$ cat src/rtl/uart_pkg.sv
// Shared constants and types for the configurable UART receiver and its baud generator.
package uart_pkg;

  localparam int unsigned OVS   = 16;
  localparam int unsigned SUB_W = 4;

  localparam logic [1:0] PAR_NONE = 2'b00;
  localparam logic [1:0] PAR_EVEN = 2'b01;
  localparam logic [1:0] PAR_ODD  = 2'b10;

  localparam logic [SUB_W-1:0] SAMPLE_FIRST = 4'd6;
  localparam logic [SUB_W-1:0] SAMPLE_LAST  = 4'd11;
  localparam logic [SUB_W-1:0] SUB_LAST     = SUB_W'(OVS - 1);

  localparam logic [2:0] VOTE_ONE     = 3'd4;
  localparam logic [2:0] START_REJECT = 3'd3;

  localparam logic [2:0] S_IDLE   = 3'd0;
  localparam logic [2:0] S_START  = 3'd1;
  localparam logic [2:0] S_DATA   = 3'd2;
  localparam logic [2:0] S_PARITY = 3'd3;
  localparam logic [2:0] S_STOP   = 3'd4;
  localparam logic [2:0] S_DONE   = 3'd5;

  typedef struct packed {
    logic frame_err;
    logic parity_err;
    logic break_det;
  } rx_flags_t;

endpackage

$ cat src/rtl/uart_baud_gen.sv
// Prescaler producing one tick per oversample period; shared by the UART RX and TX.
module uart_baud_gen #(
  parameter int unsigned DIV_W = 16
) (
  input  logic             clk,
  input  logic             reset,
  input  logic             clear,
  input  logic             enable,
  input  logic [DIV_W-1:0] div,
  output logic             tick_c
);

  logic [DIV_W-1:0] cnt;

  assign tick_c = enable && !clear && (cnt == div);

  always_ff @(posedge clk or posedge reset) begin
    if (reset) begin
      cnt <= '0;
    end else if (clear) begin
      cnt <= '0;
    end else if (enable) begin
      cnt <= (cnt == div) ? '0 : cnt + DIV_W'(1);
    end
  end

endmodule

$ cat src/rtl/uart_rx_cfg.sv
// Runtime-configurable UART receiver: 16x oversampling, 6-sample majority vote,
// 5..DATA_W data bits, optional parity, 1/2 stop bits, one-word holding register.
module uart_rx_cfg
  import uart_pkg::*;
#(
  parameter int unsigned DATA_W      = 8,
  parameter int unsigned DIV_W       = 16,
  parameter int unsigned SYNC_STAGES = 2
) (
  input  logic              clk,
  input  logic              reset,
  input  logic [DIV_W-1:0]  baud_div,
  input  logic [3:0]        cfg_data_bits,
  input  logic [1:0]        cfg_parity,
  input  logic              cfg_stop2,
  input  logic              rx,
  output logic [DATA_W-1:0] rx_data,
  output logic              rx_valid,
  input  logic              rx_ready,
  output logic              frame_err,
  output logic              parity_err,
  output logic              break_det,
  output logic              overrun,
  output logic              busy
);

  logic [SYNC_STAGES-1:0] sync;
  logic                   rx_s;
  logic                   rx_d;
  logic                   fall;

  logic [2:0]        state;
  logic [2:0]        next_state;
  logic [SUB_W-1:0]  sub;
  logic [2:0]        vote;
  logic [2:0]        vote_now;
  logic              bit_c;
  logic              in_win;
  logic              tick;
  logic              start_c;
  logic              at_mid;
  logic              at_end;

  logic [3:0]        idx;
  logic              stop_idx;
  logic [3:0]        bits_clamp;
  logic [3:0]        bits_q;
  logic [1:0]        par_q;
  logic              par_en;
  logic              stop2_q;
  logic [DIV_W-1:0]  div_q;
  logic [DATA_W-1:0] shreg;
  logic              fe_q;
  logic              pe_q;
  logic              ones_q;
  rx_flags_t         flags_q;

  assign rx_s    = sync[SYNC_STAGES-1];
  assign fall    = rx_d && !rx_s;
  assign start_c = (state == S_IDLE) && fall;
  assign in_win  = (sub >= SAMPLE_FIRST) && (sub <= SAMPLE_LAST);
  assign vote_now = vote + ((in_win && rx_s) ? 3'd1 : 3'd0);
  assign bit_c   = (vote_now >= VOTE_ONE);
  assign at_mid  = tick && (sub == SAMPLE_LAST);
  assign at_end  = tick && (sub == SUB_LAST);
  assign par_en  = (par_q != PAR_NONE);

  assign frame_err  = flags_q.frame_err;
  assign parity_err = flags_q.parity_err;
  assign break_det  = flags_q.break_det;

  uart_baud_gen #(.DIV_W(DIV_W)) u_baud (
    .clk    (clk),
    .reset  (reset),
    .clear  (start_c),
    .enable (state != S_IDLE),
    .div    (div_q),
    .tick_c (tick)
  );

  // Input synchroniser and edge register; idle line is high.
  always_ff @(posedge clk or posedge reset) begin
    if (reset) begin
      sync <= '1;
      rx_d <= 1'b1;
    end else begin
      sync <= {sync[SYNC_STAGES-2:0], rx};
      rx_d <= rx_s;
    end
  end

  always_comb begin
    bits_clamp = cfg_data_bits;
    if (cfg_data_bits < 4'd5) begin
      bits_clamp = 4'd5;
    end else if (cfg_data_bits > 4'(DATA_W)) begin
      bits_clamp = 4'(DATA_W);
    end
  end

  always_ff @(posedge clk or posedge reset) begin
    if (reset) state <= S_IDLE;
    else       state <= next_state;
  end

  always_comb begin
    next_state = state;
    case (state)
      S_IDLE:   if (fall) next_state = S_START;
      S_START: begin
        if (at_mid && (vote_now >= START_REJECT)) next_state = S_IDLE;
        else if (at_end)                          next_state = S_DATA;
      end
      S_DATA:   if (at_end && (idx == bits_q - 4'd1)) next_state = par_en ? S_PARITY : S_STOP;
      S_PARITY: if (at_end) next_state = S_STOP;
      // Leave at mid-bit so the next start edge is never missed.
      S_STOP:   if (at_mid && (stop_idx == stop2_q)) next_state = S_DONE;
      S_DONE:   next_state = S_IDLE;
      default:  next_state = S_IDLE;
    endcase
  end

  // Frame datapath: config capture, sampling, bit assembly and error tracking.
  always_ff @(posedge clk or posedge reset) begin
    if (reset) begin
      sub      <= '0;
      vote     <= '0;
      idx      <= '0;
      stop_idx <= 1'b0;
      bits_q   <= '0;
      par_q    <= PAR_NONE;
      stop2_q  <= 1'b0;
      div_q    <= '0;
      shreg    <= '0;
      fe_q     <= 1'b0;
      pe_q     <= 1'b0;
      ones_q   <= 1'b0;
    end else if (start_c) begin
      sub      <= '0;
      vote     <= '0;
      idx      <= '0;
      stop_idx <= 1'b0;
      bits_q   <= bits_clamp;
      par_q    <= ((cfg_parity == PAR_EVEN) || (cfg_parity == PAR_ODD)) ? cfg_parity : PAR_NONE;
      stop2_q  <= cfg_stop2;
      div_q    <= baud_div;
      shreg    <= '0;
      fe_q     <= 1'b0;
      pe_q     <= 1'b0;
      ones_q   <= 1'b0;
    end else if (tick) begin
      sub  <= sub + 4'd1;
      vote <= (sub == SUB_LAST) ? 3'd0 : vote_now;
      if (sub == SAMPLE_LAST) begin
        case (state)
          S_DATA: begin
            for (int i = 0; i < DATA_W; i++) begin
              if (idx == 4'(i)) shreg[i] <= bit_c;
            end
            ones_q <= ones_q | bit_c;
          end
          S_PARITY: begin
            pe_q   <= bit_c ^ (^shreg) ^ (par_q == PAR_ODD);
            ones_q <= ones_q | bit_c;
          end
          S_STOP: begin
            if (!bit_c) fe_q <= 1'b1;
            ones_q <= ones_q | bit_c;
          end
          default: ;
        endcase
      end
      if (sub == SUB_LAST) begin
        if (state == S_DATA) idx <= idx + 4'd1;
        if (state == S_STOP) stop_idx <= 1'b1;
      end
    end
  end

  // Holding register and valid/ready handshake.
  always_ff @(posedge clk or posedge reset) begin
    if (reset) begin
      rx_data  <= '0;
      rx_valid <= 1'b0;
      flags_q  <= '0;
      overrun  <= 1'b0;
      busy     <= 1'b0;
    end else begin
      overrun <= 1'b0;
      busy    <= (next_state != S_IDLE);
      if ((state == S_DONE) && (!rx_valid || rx_ready)) begin
        rx_data            <= shreg;
        flags_q.frame_err  <= fe_q;
        flags_q.parity_err <= pe_q;
        flags_q.break_det  <= !ones_q;
        rx_valid           <= 1'b1;
      end else begin
        if (state == S_DONE) overrun <= 1'b1;
        if (rx_valid && rx_ready) rx_valid <= 1'b0;
      end
    end
  end

endmodule

$ cat config.mk
export PLATFORM = sky130hd
export DESIGN_NAME = uart_rx_cfg
export DESIGN_NICKNAME = d
export VERILOG_FILES = /design/src/rtl/uart_pkg.sv /design/src/rtl/uart_baud_gen.sv /design/src/rtl/uart_rx_cfg.sv
export SDC_FILE = /design/constraint.sdc
export NUM_CORES = 1
export LEC_CHECK = 0
export CAP_MARGIN = 10
export CORE_ASPECT_RATIO = 0.9
export CORE_UTILIZATION = 40
export DETAILED_ROUTE_END_ITERATION = 16
export PLACE_DENSITY = 0.57
export SLEW_MARGIN = 20
export SYNTH_ARGS = -nofsm -noshare
export SYNTH_HDL_FRONTEND = slang
export SYNTH_HIERARCHICAL = 1
export SYNTH_SLANG_ARGS = --single-unit
$ cat constraint.sdc
create_clock -name clk -period 3.3 [get_ports clk]
set_input_delay 0.33 -clock clk [delete_from_list [all_inputs] [get_ports clk]]
set_output_delay 0.33 -clock clk [all_outputs]
set_load 0.01 [all_outputs]
==> results of run 1 <==
==> power groups by stage <==
stage	combinational, mW	clock, mW	sequential [mW]
3_3_place_gp	0.639	0	1.38
4_1_cts	0.658	1.03	1.37
5_1_grt	0.753	1.07	1.39
3_5_place_dp	0.654	0	1.38
2_1_floorplan	0.513	0	1.33
6_report	0.649	1.01	1.37
==> state kept, by name, summed over array words and instances (netlist names), 2 cells and up <==
name and cells:
sub 4, sync 2, u_baud/cnt 16, shreg 8
state 3, div_q 16, vote 3, par_q 2
idx 4, rx_data 8, bits_q 4
==> kinds of logic (layout without fill, tap and decap cells) <==
logic type	count (synthesis)	after routing	synth area share (%)
and+or+nand+nor	198	198	23.1
DFF	82	82	48.5
AOI/OAI and AO/OA	48	48	7.65
xor gates and xnor gates	38	38	8.18
buffers and inverters	37	80	3.90
muxes	23	23	5.73
adders and majority gates	10	10	2.95
==> worst max-delay path by stage <==
stage / startpoint / to / depth (start not counted)
2_1_floorplan: state[0] / shreg[4] / 13
3_3_place_gp: u_baud/cnt[7] / shreg[5] / 10
3_5_place_dp: u_baud/cnt[7] / shreg[2] / 10
4_1_cts: u_baud/cnt[7] / shreg[2] / 10
5_1_grt: u_baud/cnt[7] / shreg[2] / 10
6_report: u_baud/cnt[7] / shreg[2] / 10
==> layout make-up <==
type                    count  area [sq um]  area share (%)
clock inverters             7          73.8            1.46
repair buffers             48           473            9.34
clock buffers               9           225            4.45
multi-input cells         317          2020            39.8
inverters                  16          60.1            1.19
well taps                 129           161            3.19
flip-flops and latches     82          2060            40.6
==> worst reg2reg max path: stages, from the launching register on <==
cell and delay [ns]:
dfrtp_1 0.47, xor2_1 0.20, nor4_1 0.42, nand4_1 0.18, nor3_1 0.19, buf_4 0.21
nand4b_4 0.16, nor4_4 0.45, nand3b_1 0.17, mux2i_1 0.18, nor2_1 0.06
==> placed cells by master, fill, tap and decap left out, types with 3 or more instances in the layout <==
cell type	instances
inv_1	14
inv_6	3
clkbuf_16	9
xor2_1	27
nor2_1	43
nand4_1	6
nand2_1	83
o21ai_0	6
nand3b_1	10
clkdlybuf4s50_1	40
nor4_1	4
dfrtp_1	79
a22oi_1	3
a21oi_1	11
ha_1	10
dfstp_2	3
nand3_1	13
a31o_2	4
nand2b_1	3
a22o_1	5
xnor2_1	10
mux2i_1	13
nor3_1	12
a31oi_1	10
and2_1	3
or3_1	5
nor2b_1	5
mux2_2	10
buf_4	7
==> layer usage <==
layer  part of all wire, %  routed length [um]
met1                    54                4740
met2                    42                3750
met3                   2.7                 236
met4                   1.4                 125
met5                     0                   0
==> out/summary.md, run 1 <==
- run status: completed
- area share of the leading cell type in the synthesized netlist: 46.7%
- Post-Layout Inst Area: 5060 sq um
- Worst R2R Setup Slack: 0.49 ns
- worst-path cell chain: xor2_1, nor4_1, nand4_1, nor3_1, buf_4, nand4b_4, nor4_4, nand3b_1, mux2i_1, nor2_1
- post-synthesis sequential element count: 82
- RSZ-0062 raised after global routing: false
- Yosys warning count: 6
- Period Utilization, post-route: 85.2%
- area growth from synthesis to final layout: 19.6%
- Slowest Stage Delay on Critical Path: 0.47 ns
- kind of cell adding the most delay to the critical path: simple AND/OR/NAND/NOR gates
- count of maximum capacitance violations: 0
- Final Hold Vio Count: 0
- commonest register cell after synthesis: dfrtp_1
- min-delay worst type: reg -> reg
- vertical extent of the die: 99.6 um
- maximum number of pins on one net before global-route repair: 67
- final count of pins violating max slew: 0
- switching power summed over all nets: 0.951 mW
- achievable frequency: 356 MHz
- Cell Count, Final, Fillers Out: 608
- global-route met1 utilization: 25.6%
- initial antenna violation count: 0
- Reg power frac: 45.2%
- global-route usage over all layers: 17.0%
- setup tns final: 0 ns
- total wire length after detailed routing: 8850 um
- number of cells upsized or downsized after cts: 0
- dpl cell area: 4770 sq um
- count of mapped cells out of synthesis: 436
- H-tree levels: 3
- final weighted congestion in routability-driven placement: 0.795
- number of buffers on the longest clock path: 2
- Buf+Inv Stages, Crit Path: 1
- clock latency at the later pin of the worst-skew pair: 0.33 ns
- unique cell type count in the Yosys netlist: 49
- root buf cell: clkbuf_16
- combinational share of power: 21.5%
- total design power: 3.02 mW
- full die area: 11,000 sq um
- library cell with the largest summed area after synthesis: dfrtp_1
- share of post-route cells with drive strength above 1: 10.4%
- maximum resistive drop on vdd: 0.000329 V
- transition time at the pin with the least slew margin: 0.638 ns
- netlist area before placement: 4240 sq um
- Post-DP HPWL: 6130 um
- GR Layer Usage met2: 24.6%
- crit start category: register
- Setup WS post-layout: 0.489 ns
- average wire per standard cell: 14.6 um
- number of diodes: 0
- Cell Pwr Density: 597 nW/um^2
- total via count in the routed design: 3,131
- setup repair bufs after CTS: 0
- cell types occupying the most area after synthesis: dfrtp_1 (47%), nand2_1 (7.4%), xor2_1 (5.6%), nor2_1 (3.8%), mux2i_1 (3.1%)
- most heavily used metal layer in global routing: met1
- leakage dissipation: 2.44 nW
- placed insts: 592
- CTS sink count: 82
- worst-case setup slack after placement: 0.442 ns
- Crit Reg-Reg Endpoint: shreg[2]
- final-layout fill cell count: 985
- clock transition at the register clock pins on the worst setup and hold paths after CTS: 0.06 ns
- Port Buffers: 40
- data required time at the worst endpoint: 3.49 ns
- first-pass GRT wire length: 15,100 um
- Reg-to-Reg Start: u_baud/cnt[7]
- Reg2Reg Depth: 10
- cell with the biggest individual delay on the critical path: dfrtp_1
- switching power as a share of total power: 31.5%
- DRT iter0 DRCs: 159
- Detail Route Antenna Nets: 0
- number of buffers inserted during clock tree synthesis: 9
- count of final setup violators: 0
- Final nets: 511
- number of flops mapped to enable cells by yosys: 0
- final core utilization: 49.2%
- fraction of registers with async set or reset after synthesis: 100%
- Mean Syn Cell Area: 9.72 sq um
- post-DR vias/cell: 5.15
- leading cell types by count after synthesis: nand2_1 (83), dfrtp_1 (79), nor2_1 (43)
- CP Capture Type: register
- number of global-route vias before repair: 2,980
- critical hold path startpoint: sync[0]
- Initial Utilization: 41.2%
- x dimension of the die: 110 um
- count of standard-cell rows: 35
- most repeated cell in the gate-level netlist after synthesis: nand2_1
- TritonCTS clock tree: built
- share of synthesized area occupied by flip-flops and latches: 48.5%
- length of the first detailed-routing pass in iterations: 4
- aggregate global routing overflow: 0
- Core Box Area: 10,300 sq um
- Clock Skew: 0.00867 ns
- global routing usage on met3: 3.35%
- io pins: 41
- Crit Path Class: reg -> reg
- Fin Hold WS: 0.360 ns
- worst max-slew margin expressed relative to the limit: 57.4%
- worst path arrival time: 3.01 ns
- post-route DRC violation count: 0
- internal power component: 2.07 mW
- quantity of hold-fixing buffers added after cts: 0
- final critical-path required period: 2.81 ns
- clock share of power: 33.3%
- syn nets: 473
- worst hold stages: 0
- worst-path fanout max: 8
- end of the worst hold path: sync[1]
(Power assumes the default switching activity.)
==> inputs of run 2 (changes only) <==
SLEW_MARGIN = 0   (was 20)
==> results of run 2 <==
The final DEF is identical to that of run 1; final timing and power are the same.
